===== config.mk =====
export PLATFORM = sky130hd
export DESIGN_NAME = mem_stall_ctrl
export DESIGN_NICKNAME = d
export VERILOG_FILES = /design/src/rtl/mem_stall_ctrl.sv
export SDC_FILE = /design/constraint.sdc
export NUM_CORES = 1
export LEC_CHECK = 0
export ABC_CLOCK_PERIOD_IN_PS = 2910
export BUFFER_PORTS_ARGS = -buffer_cell sky130_fd_sc_hd__clkbuf_2
export CORE_MARGIN = 4
export CORE_UTILIZATION = 53
export CTS_BUF_LIST = sky130_fd_sc_hd__clkbuf_8
export DETAILED_ROUTE_END_ITERATION = 16
export PLACE_DENSITY = 0.87
export SLEW_MARGIN = 20
export SYNTH_ARGS = -nofsm -noshare
export SYNTH_HDL_FRONTEND = slang
export SYNTH_SLANG_ARGS = --single-unit

===== constraint.sdc =====
create_clock -name clk -period 2.91 [get_ports clk]
set_input_delay 0.873 -clock clk [delete_from_list [all_inputs] [get_ports clk]]
set_output_delay 0.873 -clock clk [all_outputs]
set_load 0.05 [all_outputs]

===== src/rtl/mem_stall_ctrl.sv =====
// Data-memory access sequencer: req/ack handshake, pipeline stall and load-data hold.
// Optional stall-cycle counter output enabled by defining MEM_PERF_CNT_EN.
module mem_stall_ctrl #(
   parameter int unsigned ADDR_W  = 32,
   parameter int unsigned DATA_W  = 32,
   parameter int unsigned TIMEOUT = 255,
   parameter int unsigned CNT_W   = 16
) (
   input  logic              clk,
   input  logic              rst_n,
   input  logic              MemRead_i,
   input  logic              MemWrite_i,
   input  logic [ADDR_W-1:0] ALUResult_i,
   input  logic [DATA_W-1:0] MemWrData_i,
   output logic              mem_req_o,
   output logic              mem_we_o,
   output logic [ADDR_W-1:0] mem_addr_o,
   output logic [DATA_W-1:0] mem_wdata_o,
   input  logic              mem_ack_i,
   input  logic [DATA_W-1:0] mem_rdata_i,
   output logic              stall_o,
   output logic [DATA_W-1:0] rdata_o,
   output logic              rdata_valid_o,
   output logic              timeout_o
`ifdef MEM_PERF_CNT_EN
   ,
   output logic [CNT_W-1:0]  stall_cycles_o
`endif
);

   typedef enum logic [1:0] {StIdle, StBusy, StDone} state_e;

   localparam logic [CNT_W-1:0] WaitLast = CNT_W'(TIMEOUT - 1);

   state_e              state_q, state_d;
   logic [CNT_W-1:0]    wait_q, wait_d;
   logic [ADDR_W-1:0]   addr_q, addr_d;
   logic [DATA_W-1:0]   wdata_q, wdata_d;
   logic [DATA_W-1:0]   rdata_q, rdata_d;
   logic                we_q, we_d;
   logic                timeout_q, timeout_d;

   logic access, ack_hit, to_hit;

   assign access  = MemRead_i | MemWrite_i;
   assign ack_hit = (state_q == StBusy) && mem_ack_i;
   // Ack on the final wait cycle takes priority over the abort.
   assign to_hit  = (state_q == StBusy) && !mem_ack_i && (wait_q == WaitLast);

   always_ff @(posedge clk or negedge rst_n) begin
      if (!rst_n) begin
         state_q   <= StIdle;
         wait_q    <= '0;
         addr_q    <= '0;
         wdata_q   <= '0;
         rdata_q   <= '0;
         we_q      <= 1'b0;
         timeout_q <= 1'b0;
      end else begin
         state_q   <= state_d;
         wait_q    <= wait_d;
         addr_q    <= addr_d;
         wdata_q   <= wdata_d;
         rdata_q   <= rdata_d;
         we_q      <= we_d;
         timeout_q <= timeout_d;
      end
   end

   always_comb begin
      state_d = state_q;
      unique case (state_q)
         StIdle:  if (access) state_d = StBusy;
         StBusy:  if (ack_hit || to_hit) state_d = StDone;
         StDone:  state_d = StIdle;
         default: state_d = StIdle;
      endcase
   end

   always_comb begin
      wait_d    = wait_q;
      addr_d    = addr_q;
      wdata_d   = wdata_q;
      rdata_d   = rdata_q;
      we_d      = we_q;
      timeout_d = timeout_q;
      if (state_q == StIdle && access) begin
         addr_d  = ALUResult_i;
         wdata_d = MemWrData_i;
         we_d    = MemWrite_i;
         wait_d  = '0;
      end
      if (state_q == StBusy) begin
         wait_d = wait_q + 1'b1;
      end
      if (ack_hit && !we_q) begin
         rdata_d = mem_rdata_i;
      end
      if (to_hit) begin
         timeout_d = 1'b1;
         if (!we_q) rdata_d = '0;
      end
   end

   always_comb begin
      mem_req_o     = 1'b0;
      stall_o       = 1'b0;
      rdata_valid_o = 1'b0;
      unique case (state_q)
         // Reset gating keeps stall low while reset is held, even with a request pending.
         StIdle:  stall_o = rst_n & access;
         StBusy: begin
            mem_req_o = 1'b1;
            stall_o   = 1'b1;
         end
         StDone:  rdata_valid_o = !we_q;
         default: ;
      endcase
   end

   assign mem_we_o    = we_q;
   assign mem_addr_o  = addr_q;
   assign mem_wdata_o = wdata_q;
   assign rdata_o     = rdata_q;
   assign timeout_o   = timeout_q;

`ifdef MEM_PERF_CNT_EN
   logic [CNT_W-1:0] stall_cnt_q, stall_cnt_d;

   always_comb begin
      stall_cnt_d = stall_cnt_q;
      if (stall_o && (stall_cnt_q != {CNT_W{1'b1}})) stall_cnt_d = stall_cnt_q + 1'b1;
   end

   always_ff @(posedge clk or negedge rst_n) begin
      if (!rst_n) stall_cnt_q <= '0;
      else        stall_cnt_q <= stall_cnt_d;
   end

   assign stall_cycles_o = stall_cnt_q;
`endif

endmodule


Yosys cells after proc, flatten, opt, wreduce, memory -nomap -nowiden
Index checks and enable logic that the tools add are counted.
W data, S select, Z words.

word-level totals
  register bits = 116
  input port bits = 101
  output and inout port bits = 101
  logic and storage cells = 37

operators by class
  add/subtract/negate cells = 1
  equal/unequal tests = 5
  muxes and demuxes = 11
  bitwise gates (word level) = 2
  reduce and logical (&&, ||, !) cells = 11

operators by type and width
  cell                     number
  $mux W32                 3
  $mux W16                 2
  $add A16 B1 Y16 const B  1
  $eq A16 B8 Y1 const B    1
  $logic_and A1 B1 Y1      5
  $mux W2                  2
  $pmux W2 S2              1
  $eq A2 B1 Y1 const B     1
  $eq A2 B2 Y1 const B     1
  $logic_not A1 Y1         2
  $logic_not A2 Y1         1
  $mux W1                  2
  $ne A2 B1 Y1 const B     1
  $ne A2 B2 Y1 const B     1
  $pmux W1 S2              1
  $reduce_and A2 Y1        1
  $reduce_bool A2 Y1       1
  $and A1 B1 Y1            1
  $logic_or A1 B1 Y1       1
  $or A1 B1 Y1             1

Logic depth before layout (Yosys ltp)
Gate-level depths: netlist of run 1.

  word-level depth = 6
  mapped depth = 7
  mapped depth without buffers = 6

Worst setup path before layout of run 1
No wires, ideal clock.

  path type = register to output
  start = register we_q, in the netlist mem_we_o
  end = output rdata_valid_o
  arrival = 1.837 ns
  required time = 2.037 ns
  setup slack = 0.200 ns
  stages on the path, launching flop included = 2
  buffers on the path = 0
  cell sequence = dfrtp_1 -> nor3b_1

on the way
  longest elaborated chain between the ends = 2

RTL lines
  item                    line  source
  from (decl)             40    logic we_q, we_d;
  from (signal assigned)  65    we_q <= we_d;
  $logic_not A1 Y1        116   StDone: rdata_valid_o = !we_q;
  $mux W1                 109   unique case (state_q)
  to (decl)               23    output logic rdata_valid_o,

No other way between the ends.

Worst setup path in the final report of run 1
  start = input MemWrite_i
  end = output stall_o

on the way
  longest elaborated chain between the ends = 3

RTL lines
  item           line  source
  from (decl)    12    input logic MemWrite_i,
  $or A1 B1 Y1   45    assign access = MemRead_i | MemWrite_i;
  $and A1 B1 Y1  111   StIdle: stall_o = rst_n & access;
  $pmux W1 S2    109
  to (decl)      21    output logic stall_o,

No other way between the ends.

==> results.yml, run 1 <==
yosys:
  synth-xor-area-share: 0.001838
  synth_compound_area_frac: 0.04516
  syn_inst: 477
  yosysWarnings: 0
  synthMuxAreaShare: 0.06931
  synth_top_family_by_area: "simple AND/OR/NAND/NOR gates"
  yosysSeqAreaShare: 0.6091
  synth-adder-area-share: 0.005251
  syn-cell-area_mm2: 0.004766
  ys_ff_latch: 116
  syn-num-nets: 580
  synth-simple-area-share: 0.2360
  yosysUniqueCellTypes: 32
  synth_area_per_cell_um2: 9.991
setup_path:
  r2r_setup_slack_ps: 1030
  startpoint_type: "input port"
  worstPathRequired_ps: 2040
  end_kind: "primary output"
  crit_type: "in2out"
  arrival_ps: 1770
  crit_fanout: 4
cts:
  clk_pin_slew_ps: 70
  cts_tree: "built"
  cts.repair.resized: 0
  h-tree-depth: 4
  cts_buffer_depth: 2
  cts_sinks: 116
  cts_root_buffer: "clkbuf_8"
  worstSkewPairLatency_ps: 420
  hold_buffers: 0
  cts_setup_buffers: 0
  cts_buffers: 17
global_route:
  grt_overflow: 0
  antenna_found_initial: 0
  grt_pass1_wl_mm: 18.31
  grt_pass1_vias: 3993
  grt_usage: 0.2220
  grt_start_max_net_pins: 72
timing:
  rsz0062_at_grt: "false"
  max_freq_ghz: 0.3791
  fin_crit_ps: 2638
  max-slew-margin-rel: 0.4390
  slew_viol_final: 0
  finClkSkew_ps: 15.87
  tightest_slew_ps: 841.6
  setup_violations: 0
  fin_crit_sh: 0.9065
  fin_tns_setup_ps: 0
  hold_violations: 0
final_layout:
  layout.nets: 784
  final_common_cell: "nand2_1"
  synthToLayoutAreaGrowth_pct: 31.64
  layout_common_cells: "nand2_1 (205), clkbuf_2 (200), dfrtp_1 (116)"
  diodes: 0
  nFillCells: 633
  drive_above_1_share: 0.3646
drt:
  wl_per_cell_um: 13.98
  firstDrtPassIters: 4
  drc: 0
  drt_iter0_markers: 134
  viasPerCell: 5.020
  vias: 4026
  detail-route-antenna-nets: 0
  drt_wl_total_mm: 11.21
hold_path:
  hold_path_class: "reg2reg"
power_and_ir_drop:
  pwr-share-clk: 0.174
  finalPower_mw: 8.928
  p_comb_frac: 0.519
  leakagePower_nw: 3.429
  intPower_mw: 4.198
  p_per_area_mw_per_mm2: 1423
  ir_worst_vdd_v: 0.0009068
  p_sw_frac: 0.5298
  p_sw_mw: 4.730
  p_seq_frac: 0.307
flow_run:
  maxCapViolCount: 0
die:
  die_h_um: 102.8
  initial_utilization: 0.5465
  core_mm2: 0.008721
  ios: 202
  rows: 34
  die_x_um: 102.8
  dieArea_mm2: 0.01057
outcome:
  status: "completed"
place:
  dp_hpwl_mm: 8.202
  gp_congestion: 0.8441
  io_buffers: 201
==> worst max-delay path, stage by stage <==
cell      delay [ps]
clkbuf_2          90
or2_2            340
a21oi_1          160
nor2_1            60
clkbuf_2         240
==> cells in the mapped netlist (all sizes together) <==
master	instances	share of area
and4b	1	0.0021
o31ai	9	0.014
buf	19	0.028
dfrtp	116	0.61
nand2	206	0.16
ha	2	0.0052
and2	1	0.0013
mux2i	33	0.069
and3b	1	0.0018
clkbuf	4	0.0031
nor2	37	0.031
a41oi	1	0.0018
and4	1	0.0024
or2	1	0.0013
nand2b	1	0.0013
xor2	1	0.0018
a31oi	2	0.0026
nand4	6	0.010
inv	3	0.0024
nor3b	2	0.0031
a22o	1	0.0018
nor4b	1	0.0050
o21ai	10	0.011
nand3	3	0.0031
a21oi	3	0.0031
and3	3	0.0039
nor4	2	0.0071
o211ai	7	0.011
==> cell type report <==
cell class	instances	area, um2	share of cell area
timing repair buffer	208	1086	0.1731
clock inverter	14	177.7	0.02832
sequential	116	2903	0.4627
clock buffer	18	247.7	0.03949
tap	108	135.1	0.02154
inverter	3	11.26	0.001795
multi-input combinational	335	1713	0.2730
==> power groups by stage <==
stage / combinational, mW / sequential (mW) / clock [mW]
6_report: 4.63 / 2.74 / 1.55
5_1_grt: 4.96 / 2.83 / 1.69
4_1_cts: 4.68 / 2.74 / 1.60
3_5_place_dp: 4.68 / 2.76 / 0
3_3_place_gp: 4.57 / 2.73 / 0
2_1_floorplan: 1.21 / 5.03 / 0
==> metrics by stage <==
step,cell area [um2],hold WS (ps),util,cells,setup WS [ps]
floorplan,4766,474.5,-,477,200.4
global placement,5848,452.0,0.6706,770,277.2
detailed placement,5848,461.4,0.6706,770,285.1
CTS,6274,479.2,0.7194,802,276.3
global route,6274,494.3,0.7194,802,245.2
finish,6274,471.5,0.7194,802,272.0
==> kinds of logic (layout without fill, tap and decap cells) <==
kind of cell,after synthesis,after routing
and+or+nand+nor,266,266
DFF,116,116
xor gates and xnor gates,1,1
buffers and inverters,26,243
muxes,33,33
adders and majority gates,2,2
AOI/OAI and AO/OA,33,33
==> sequential cells by signal, summed over array words and instances (netlist names), named ones only <==
register and flops:
mem_wdata_o 32, timeout_o 1, state_q 2, mem_we_o 1, wait_q 16, rdata_o 31
mem_addr_o 32
==> path summary, 6_finish.rpt <==
path	cells past startpoint	startpoint	end
worst max-delay path	5	MemWrite_i	stall_o
worst min-delay path	2	timeout_o	timeout_o
worst max register to register	6	state_q[1]	rdata_o[17]
worst min register to register	2	timeout_o	timeout_o
max in group asynchronous	3	rst_n	wait_q[11]
min in group asynchronous	2	rst_n	mem_addr_o[8]
==> layer usage <==
| metal | global-route usage | share of wire |
|---|---|---|
| met1 | 0.2891 | 0.42 |
| met2 | 0.3570 | 0.49 |
| met3 | 0.06834 | 0.080 |
| met4 | 0.07570 | 0.012 |
| met5 | 0 | 0 |
No activity file was read; power rests on OpenSTA's default activity.
==> run 2: changes to the inputs <==
--- a/config.mk
+++ b/config.mk
@@ -12,6 +12,7 @@
 export CTS_BUF_LIST = sky130_fd_sc_hd__clkbuf_8
 export DETAILED_ROUTE_END_ITERATION = 16
 export PLACE_DENSITY = 0.87
+export RECOVER_POWER = 100
 export SLEW_MARGIN = 20
 export SYNTH_ARGS = -nofsm -noshare
 export SYNTH_HDL_FRONTEND = slang
==> run 2 against run 1 <==
  * Final cell count unchanged
  * First-iteration DRC count fell by 3.7%
  * Worst hold slack about the same
  * Critical path depth stayed put
  * Register-to-register slack worse by 340 ps
  * Design area shrank 2.7%
  * Clock-buffer cell count is the same
  * Worst setup slack improved by 10 ps
  * Sequential cell count is the same
  * Critical path type unchanged
==> results.yml, run 2 (synthesis results as in run 1) <==
timing:
  fin_crit_sh: 0.9031
  finalWorstSetupSlack_ps: 282.1
  slew_viol_final: 0
  max_freq_ghz: 0.3805
  setup_violations: 0
  rsz0062_at_grt: "false"
  fin_crit_ps: 2628
  fin_tns_setup_ps: 0
  max-slew-margin-rel: 0.2553
  finClkSkew_ps: 11.48
  tightest_slew_ps: 1117
  hold_violations: 0
setup_path:
  startpoint_type: "input port"
  reg2reg_to: "rdata_o[14]"
  cp-startpoint: "MemWrite_i"
  crit_fanout: 4
  cp.depth: 5
  critical-path-top-delay-family: "simple AND/OR/NAND/NOR gates"
  timing.critical_path.buf_inv: 2
  rr_startpoint: "wait_q[0]"
  end_kind: "primary output"
  crit_end: "stall_o"
  rr_worst_depth: 7
  arrival_ps: 1750
  crit_type: "in2out"
  slowest_delay_ps: 340
  cp_cell_sequence: "clkbuf_1, or2_2, a21oi_1, nor2_1, clkbuf_2"
  r2r_setup_slack_ps: 690
  worstPathRequired_ps: 2040
  cp_slowest_cell: "or2_2"
cts:
  cts_sinks: 116
  cts_buffer_depth: 2
  cts_root_buffer: "clkbuf_8"
  hold_buffers: 0
  clk_pin_slew_ps: 70
  cts_setup_buffers: 0
  h-tree-depth: 4
  cts.repair.resized: 0
  worstSkewPairLatency_ps: 410
  cts_buffers: 17
  cts_tree: "built"
final_layout:
  regArea_mm2: 0.002903
  nFillCells: 705
  final_cells: 802
  synthToLayoutAreaGrowth_pct: 28.09
  drive_above_1_share: 0.2089
  diodes: 0
  multi_input_area_mm2: 0.001679
  layout.nets: 784
  final_common_cell: "nand2_1"
  layout_common_cells: "nand2_1 (206), dfrtp_1 (116), clkbuf_1 (102)"
outcome:
  status: "completed"
drt:
  routed.top_layer: "met4"
  drt_iter0_markers: 129
  dr_wl_met2_mm: 5.425
  dr_wl_met3_um: 799
  firstDrtPassIters: 4
  wl_per_cell_um: 14.09
  viasPerCell: 4.991
  wl_met1_mm: 4.921
  detail-route-antenna-nets: 0
  drc: 0
  vias: 4003
  drt_wl_total_mm: 11.30
hold_path:
  holdCritStartpoint: "timeout_o"
  hold_path_class: "reg2reg"
place:
  dp_hpwl_mm: 8.202
  gp_congestion: 0.8441
  io_buffers: 201
  place_inst: 770
  place_ws_ps: 285.1
die:
  core_mm2: 0.008721
  die_h_um: 102.8
  dieArea_mm2: 0.01057
  initial_utilization: 0.5465
  die_x_um: 102.8
  ios: 202
  rows: 34
global_route:
  grt_overflow: 0
  grt_start_max_net_pins: 72
  grt_pass1_wl_mm: 18.31
  grt_usage: 0.2220
  grt_pass1_vias: 3993
  antenna_found_initial: 0
flow_run:
  maxCapViolCount: 0
run 2: per-layer routing:
layer | vias up | track usage
met2 | 139 | 0.3570
li1 | 1957 | -
met3 | 16 | 0.06834
met4 | 0 | 0.07570
met5 | - | 0
met1 | 1891 | 0.2891
run 2: worst register-to-register path, cell delays in order (launching register included):
cell      delay, ps
dfrtp_1         450
inv_1            90
ha_1            130
nor4b_1         230
nand4_1         280
nor4_4          200
clkbuf_2        560
nor2_1          130
run 2: how the worst min path moves through the flow:
stage          slack [ps]  depth (start not counted)              to
6_report              470                          2       timeout_o
3_5_place_dp          460                          2       timeout_o
5_1_grt               490                          2  mem_addr_o[14]
4_1_cts               480                          2  mem_addr_o[23]
3_3_place_gp          450                          2       timeout_o
2_1_floorplan         470                          1       wait_q[7]
run 2: cell type report:
type	count	share of cell area
sequential	116	0.4755
multi-input combinational	335	0.2751
timing repair buffer	208	0.1558
clock buffer	18	0.04058
clock inverter	14	0.02910
tap	108	0.02214
inverter	3	0.001845
run 2: stage by stage:
stage / hold WS (ps) / utilization / area, um2
floorplan: 474.5 / - / 4766
global placement: 452.0 / 0.6706 / 5848
detailed placement: 461.4 / 0.6706 / 5848
CTS: 479.2 / 0.7194 / 6274
global route: 494.5 / 0.7000 / 6105
finish: 471.8 / 0.7000 / 6105
Power of run 2 is not shown: default switching activity piles up to over one toggle a cycle in this logic, so the estimate is an artifact.
